File: src/rtl/booth_pkg.sv
// Shared types for the radix-4 Booth sequential multiplier.
package booth_pkg;
  typedef enum logic [1:0] {IDLE, RUN, DONE} stateT;
  typedef enum logic [2:0] {ZERO, POS1, POS2, NEG1, NEG2} digitT;
endpackage

File: src/rtl/booth_recoder.sv
// Radix-4 Booth digit recoder: {y[2i+1], y[2i], y[2i-1]} -> digit in {-2..+2}.
module booth_recoder
  import booth_pkg::*;
(
  input  logic [2:0] bits,
  output digitT      digit
);
  always_comb begin
    digit = ZERO;
    case (bits)
      3'b001, 3'b010: digit = POS1;
      3'b011:         digit = POS2;
      3'b100:         digit = NEG2;
      3'b101, 3'b110: digit = NEG1;
      default:        digit = ZERO;
    endcase
  end
endmodule

File: src/rtl/booth_seq_multiplier.sv
// Sequential radix-4 Booth multiplier, one bit-pair per cycle, WIDTH/2+1 iterations.
// Define BOOTH_UNSIGNED_EN to add the is_signed port (0 = zero-extended operands).
module booth_seq_multiplier
  import booth_pkg::*;
#(
  parameter int WIDTH = 32
) (
  input  logic             clock,
  input  logic             clear,
  input  logic             start,
`ifdef BOOTH_UNSIGNED_EN
  input  logic             is_signed,
`endif
  input  logic [WIDTH-1:0] in_x,
  input  logic [WIDTH-1:0] in_y,
  output logic             busy,
  output logic             done,
  output logic [WIDTH-1:0] out_product_high,
  output logic [WIDTH-1:0] out_product_low
);
  localparam int N  = WIDTH / 2 + 1;
  localparam int CW = $clog2(N + 1);
  localparam int EW = WIDTH + 2;
  localparam int AW = 2 * WIDTH + 2;
  localparam logic [CW-1:0] LAST = CW'(N - 1);

  stateT         state, nextState;
  logic [CW-1:0] cnt;
  logic [EW-1:0] xReg, yReg;
  logic [AW-1:0] acc, accNext, mult, shifted, addend;
  logic [2:0]    pairBits;
  logic          cin, signedMode, accept;
  digitT         digit;

`ifdef BOOTH_UNSIGNED_EN
  assign signedMode = is_signed;
`else
  assign signedMode = 1'b1;
`endif

  assign accept = start && (state != RUN);

  always_ff @(posedge clock or posedge clear) begin
    if (clear) state <= IDLE;
    else       state <= nextState;
  end

  always_comb begin
    nextState = state;
    busy      = 1'b0;
    done      = 1'b0;
    case (state)
      IDLE: if (start) nextState = RUN;
      RUN: begin
        busy = 1'b1;
        if (cnt == LAST) nextState = DONE;
      end
      DONE: begin
        done      = 1'b1;
        nextState = start ? RUN : IDLE;
      end
      default: nextState = IDLE;
    endcase
  end

  // Window {y[2i+1], y[2i], y[2i-1]} with the implicit y[-1]=0 appended below bit 0.
  assign pairBits = 3'({yReg, 1'b0} >> {cnt, 1'b0});

  booth_recoder uRecoder (.bits(pairBits), .digit(digit));

  always_comb begin
    mult = '0;
    case (digit)
      POS1, NEG1: mult = {{(AW-EW){xReg[EW-1]}}, xReg};
      POS2, NEG2: mult = {{(AW-EW){xReg[EW-1]}}, xReg} << 1;
      default:    mult = '0;
    endcase
    shifted = mult << {cnt, 1'b0};
    // Negative digits: two's complement via inversion here and carry-in on the adder.
    cin     = (digit == NEG1) || (digit == NEG2);
    addend  = cin ? ~shifted : shifted;
    accNext = acc + addend + AW'(cin);
  end

  always_ff @(posedge clock or posedge clear) begin
    if (clear) begin
      xReg             <= '0;
      yReg             <= '0;
      acc              <= '0;
      cnt              <= '0;
      out_product_high <= '0;
      out_product_low  <= '0;
    end else if (accept) begin
      xReg <= signedMode ? {{2{in_x[WIDTH-1]}}, in_x} : {2'b00, in_x};
      yReg <= signedMode ? {{2{in_y[WIDTH-1]}}, in_y} : {2'b00, in_y};
      acc  <= '0;
      cnt  <= '0;
    end else if (state == RUN) begin
      acc <= accNext;
      cnt <= cnt + CW'(1);
      if (cnt == LAST) begin
        out_product_high <= accNext[2*WIDTH-1:WIDTH];
        out_product_low  <= accNext[WIDTH-1:0];
      end
    end
  end
endmodule

File: config.mk
export PLATFORM = sky130hd
export DESIGN_NAME = booth_seq_multiplier
export DESIGN_NICKNAME = d
export VERILOG_FILES = /design/src/rtl/booth_pkg.sv /design/src/rtl/booth_recoder.sv /design/src/rtl/booth_seq_multiplier.sv
export SDC_FILE = /design/constraint.sdc
export NUM_CORES = 1
export LEC_CHECK = 0
export CAP_MARGIN = 15
export CORE_ASPECT_RATIO = 1.25
export CORE_MARGIN = 2
export CORE_UTILIZATION = 40
export DETAILED_ROUTE_END_ITERATION = 6
export PLACE_DENSITY_LB_ADDON = 0.3
export SYNTH_ARGS = -nofsm -noshare
export SYNTH_HDL_FRONTEND = slang
export SYNTH_HIERARCHICAL = 1
export SYNTH_SLANG_ARGS = --single-unit
File: constraint.sdc
create_clock -name clock -period 7.6 [get_ports clock]
set_input_delay 0.76 -clock clock [delete_from_list [all_inputs] [get_ports clock]]
set_output_delay 0.76 -clock clock [all_outputs]
set_load 0.01 [all_outputs]
# Word level (Yosys, flattened, before mapping)
# Cells that the tools add are included.
[word_totals]
latch_bits = 0
elab_cells = 53
ramBits = 0
regBits = 201
inputBits = 67
rom_bits = 0
memories = 0
out_inout_bits = 66
[classes]
multipliers = 0
n_div = 0
n_reduce_logical = 10
order_cmp = 0
shift = 2
bitwise_logic = 2
addsub = 3
n_eq_ne = 16
muxes = 13
[op_table]
columns = ["op", "count"]
rows = [
  ["$mux W66", 3],
  ["$pmux W66 S2", 1],
  ["$add A66 B1 Y66", 1],
  ["$add A66 B66 Y66", 1],
  ["$not A66 Y66", 1],
  ["$shl A66 B6 Y66", 1],
  ["$shr A35 B6 Y3", 1],
  ["$eq A3 B2 Y1 const B", 4],
  ["$eq A3 B3 Y1 const B", 4],
  ["$pmux W3 S4", 1],
  ["$mux W5", 2],
  ["$reduce_or A2 Y1", 4],
  ["$eq A3 B1 Y1 const B", 2],
  ["$pmux W2 S3", 1],
  ["$add A5 B1 Y5 const B", 1],
  ["$eq A5 B5 Y1 const B", 1],
  ["$mux W2", 2],
  ["$ne A2 B1 Y1 const B", 2],
  ["$mux W1", 3],
  ["$reduce_and A3 Y1", 1],
  ["$eq A2 B1 Y1 const B", 1],
  ["$eq A2 B2 Y1 const B", 1],
  ["$logic_not A2 Y1", 1],
  ["$ne A2 B2 Y1 const B", 1],
  ["other kinds (5)", 5],
]

# Logic depth before layout (Yosys ltp)
[logic_depth]
depth_word = 14
mapped_depth = 34
ltp_nobuf = 27

# Modules after synthesis
# Netlist, hierarchy kept.
[by_module_without_submodules]
columns = ["mod", "seq_area_each_um2", "cells_per_inst", "n_inst", "area_per_inst_um2"]
rows = [
  ["booth_seq_multiplier", 4979.8, 1739, 1, 15149.5],
  ["booth_recoder", 0.0, 4, 1, 33.8],
]

# Worst setup path before layout
# OpenSTA, ideal clock, no wires.
[synth_timing]
path_kind = "register -> register"
from = "register cnt[0]"
to = "register out_product_high[29]"
required_ns = 7.531
setup_slack_ns = 0.214
setup_ns = 0.069
synth_period_minus_slack_ns = 7.386
stages_incl_launch_ff = 32
arrival_time_ns = 7.317
path_buffers = 6
cell_sequence = "dfrtp_1 -> clkbuf_1 -> clkbuf_1 -> buf_1 -> clkbuf_1 -> mux2i_1 -> nor2_1 -> a311oi_1 -> a21oi_1 -> a21oi_1 -> nor2_1 -> xor2_1 -> a21o_1 -> xor2_1 -> clkbuf_1 -> buf_1 -> a32oi_1 -> mux2_2 -> or3_1 -> o21ai_0 -> nand2_1 -> xor2_1 -> ha_1 -> and3_1 -> nand3_1 -> a2111oi_4 -> o31a_4 -> nor3_2 -> o32ai_4 -> a22oi_2 -> or4_1 -> nand3_1"
[synth_via]
elab_chain_len = 12
word_cells_on_any_way = 25
cone_classes = "2 x add/sub; 11 x eq/ne; 2 x shift; 3 x mux; 1 x bitwise; 6 x reduce/logical"
[synth_rtl]
columns = ["element", "line_no", "rtl"]
rows = [
  ["start, declared", "booth_seq_multiplier.sv:28", "logic [CW-1:0] cnt;"],
  ["start signal, assigned", "booth_seq_multiplier.sv:100", "cnt <= cnt + CW'(1);"],
  ["$shr A35 B6 Y3 (*)", "booth_seq_multiplier.sv:67", "assign pairBits = 3'({yReg, 1'b0} >> {cnt, 1'b0});"],
  ["net pairBits[0]", "booth_seq_multiplier.sv:31", "logic [2:0] pairBits;"],
  ["$eq A3 B3 Y1 (tied with other cells)", "booth_recoder.sv:10", "case (bits)"],
  ["$reduce_or A2 Y1", "booth_recoder.sv:10", ""],
  ["$pmux W3 S4 (*)", "booth_recoder.sv:10", ""],
  ["net digit[0]", "booth_seq_multiplier.sv:33", "digitT digit;"],
  ["$eq A3 B3 Y1 (tied with other cells)", "booth_seq_multiplier.sv:73, booth_seq_multiplier.sv:80", ""],
  ["$reduce_or A2 Y1", "booth_seq_multiplier.sv:73", "case (digit)"],
  ["$pmux W66 S2", "booth_seq_multiplier.sv:73", ""],
  ["$shl A66 B6 Y66", "booth_seq_multiplier.sv:78", "shifted = mult << {cnt, 1'b0};"],
  ["$not A66 Y66", "booth_seq_multiplier.sv:81", "addend = cin ? ~shifted : shifted;"],
  ["$mux W66", "booth_seq_multiplier.sv:81", ""],
  ["$add A66 B66 Y66", "booth_seq_multiplier.sv:82", "accNext = acc + addend + AW'(cin);"],
  ["$add A66 B1 Y66 (*)", "booth_seq_multiplier.sv:82", ""],
  ["end signal, assigned", "booth_seq_multiplier.sv:102", "out_product_high <= accNext[2*WIDTH-1:WIDTH];"],
  ["end, declared", "booth_seq_multiplier.sv:18", "output logic [WIDTH-1:0] out_product_high,"],
]
# The timed path passes the listed nets; every way through them passes the cells marked *.
# A chain may end at the register's enable or synchronous reset.

# Worst setup path after layout
# Ends and elaborated chain as after synthesis.

==> results.md <==
* Status: completed
* Global Route Usage Sum at 23.5%
* Share of layout cells above drive strength 1 at 11.4%
* Seq cells post-synth at 199
* Core area at 37,400 um2
* Critical path class: reg2reg
* Met2 GRT Util at 39.0%
* DP Wirelength at 34,400 um
* Vias post-DR at 13.4k
* Syn. warnings at 6
* # rows at 79
* Period utilization at 95.8%
* Met3 Use GR at 3.10%
* Die area at 39,500 um2
* Fillers at 3,676
* Post-synth ARST share at 100%
* Rel. slew slack at 38.7%
* Drt initial violations at 893
* Routed len/inst at 19.9 um
* Synth Cell Area at 15,200 um2
* Final setup violation count at 0
* Yosys top cell by area: dfrtp_1
* Top cell types by occurrence after synthesis: nand2_1 (203), dfrtp_1 (199), o21ai_0 (159)
* RSZ-0062 raised after global routing: no
* Remaining DRCs at 0
* CTS root buf: clkbuf_16
* Hold Path Origin: out_product_low[24]
* CP Data Arrival Time at 7.69 ns
* Reg2reg end: out_product_high[29]
* Die height at 222 um
* Total negative setup slack at 0 ns
* Critical path's slowest cell: dfrtp_4
* Vias in the first global route at 13.3k
* DR pass1 iterations at 6
* Skew final at 0.0165 ns
* Worst Hold Class: reg2reg
* Hold path depth at 2
* Most common cell in the netlist: nand2_1
* Ys flop type: dfrtp_1
* Antenna Cells at 0
* Fin. Hold Viols at 0
* Buffers on Ports at 132
* Post-synthesis cell type count at 77
* Post-synthesis sequential area ratio at 32.8%
* # clock sinks at 199
* Clk_lat worst skew at 0.47 ns
* CTS tree: done
* Crit-path max FO at 31
* Critical path endpoint category: flop
* Initial antenna violation count at 0
* Critical Path RT at 8.01 ns
* H-tree levels at 4
* Largest cells by area after synthesis: dfrtp_1 (33%), mux2_2 (6.8%), ha_1 (5.8%), o21ai_0 (5.2%), nand2_1 (5.0%)
* Reg2Reg Depth at 25
* Met1 usage at 31.3%
* Fin. max-slew vios at 0
* Post-synth top area share at 32.8%
* CTS buffer count at 17
* Grt ovf at 0
* Final core occ at 46.8%
* Hold Crit Endpoint: out_product_low[24]
* Clk slew on worst S/H paths at 0.08 ns
* Synthesized instance count at 1,743
* CTS Buffer Depth at 2
* Maximum clock rate at 137 MHz
* # IOs at 133
* Number of flops mapped to enable cells by yosys at 0
* Drt total wl at 45,600 um
* Synthesis-to-finish area growth at 15.2%
* Critical Path Max Stage Delay at 0.58 ns
* CP startpoint kind: flop
* Largest net degree at the start of global routing at 127
* Final GP Congestion at 0.962
* Mapped Avg Cell Area at 8.71 um2
* DIE WIDTH at 178 um
* Initial Util at 40.6%
* Post-route ant nets at 0
* Busiest grt layer: met2
* # nets final at 1,931
* Crit path time final at 7.28 ns
* Post-DR vias/cell at 5.86
* Reg2reg start: cnt[0]
* Worst Tran Pin Value at 0.919 ns
* Most numerous cell on the critical path: mux4_2
* Post-Syn Nets at 1,881
* Worst reg2reg setup slack at 0.32 ns
* Total of max-cap violations at 0
* First-pass GRT wire length at 73,600 um
[area by class of cell]
class	instances	area (um2)	area share (%)
Multi-Input combinational cell	1381	9610	55.0
Sequential cell	199	4980	28.5
Timing Repair Buffer	157	1540	8.79
Tap cell	486	608	3.48
Clock buffer	18	439	2.51
Clock inverter	14	159	0.909
Inverter	37	146	0.837
[per-layer routing]
layer / routed length [um] / up-vias
met2: 22100 / 388
met4: 1390 / 0
met1: 20100 / 6503
met3: 1980 / 75
li1: - / 6457
met5: 0 / -
[cell usage in the layout, fill, tap and decap left out, types with 21 or more instances in the layout]
cell and instances:
nand2_1 201, dfrtp_1 197, o21ai_0 159, clkdlybuf4s50_1 132
a21oi_1 123, nor2_1 118, nand3_1 93, mux2_2 92
xnor2_1 82, ha_1 70, mux2i_1 48, a21o_1 41
xor2_1 36, inv_1 32, a32oi_1 31, mux4_2 23
buf_4 22, nand4_1 21
[worst max-delay path by stage]
stage          startpoint                    to  slack (ns)  cells after the start
2_1_floorplan      cnt[0]  out_product_high[29]        0.21                     31
3_3_place_gp       cnt[0]               acc[62]        0.37                     23
3_5_place_dp       cnt[0]               acc[62]        0.28                     26
4_1_cts            cnt[0]               acc[62]        0.25                     26
5_1_grt            cnt[0]  out_product_high[24]       0.001                     27
6_report           cnt[0]  out_product_high[29]        0.32                     25
[kinds of logic after synthesis]
logic type / after synthesis / synth area share (%)
buffers and inverters: 163 / 4.18
multiplexers: 163 / 13.4
adder cells (fa/ha/maj): 71 / 5.90
XOR/XNOR: 119 / 6.86
AND/OR/NAND/NOR: 522 / 15.7
flip-flops: 199 / 32.8
AO/OA/AOI/OAI: 506 / 21.1
[worst max-delay path, delay by kind of cell, from the launching register on]
kind | cells | cell delay [ns]
mux | 5 | 2.10
compound gates | 7 | 1.92
simple gates | 5 | 1.10
flops | 1 | 0.58
buf+inv | 4 | 0.53
xor+xnor | 3 | 0.51
fa+ha+maj | 1 | 0.46
[state kept, by name, indices dropped and copies added, names as in the netlist]
name and flops:
out_product_high 32, cnt 5, yReg 32, state 2, acc 64, xReg 32, out_product_low 32
[per-stage QoR]
stage	hold WS (ns)	worst slack [ns]	instance area [um2]	std cells
floorplan	0.467	0.214	15200	1743
global placement	0.460	0.367	16900	2258
detailed placement	0.463	0.279	16900	2258
CTS	0.483	0.251	17500	2290
global route	0.501	0.00121	17500	2292
finish	0.479	0.318	17500	2292
[timing repair]
item	4_1_cts	5_1_grt
endpoints found under the setup margin	0	36
buffers inserted	0	2
hold buffers	0	0
gates resized for setup	0	5
Power is left out: the tool's default activity adds up to more than one toggle a clock period on the data nets, which glitch-free logic cannot reach.
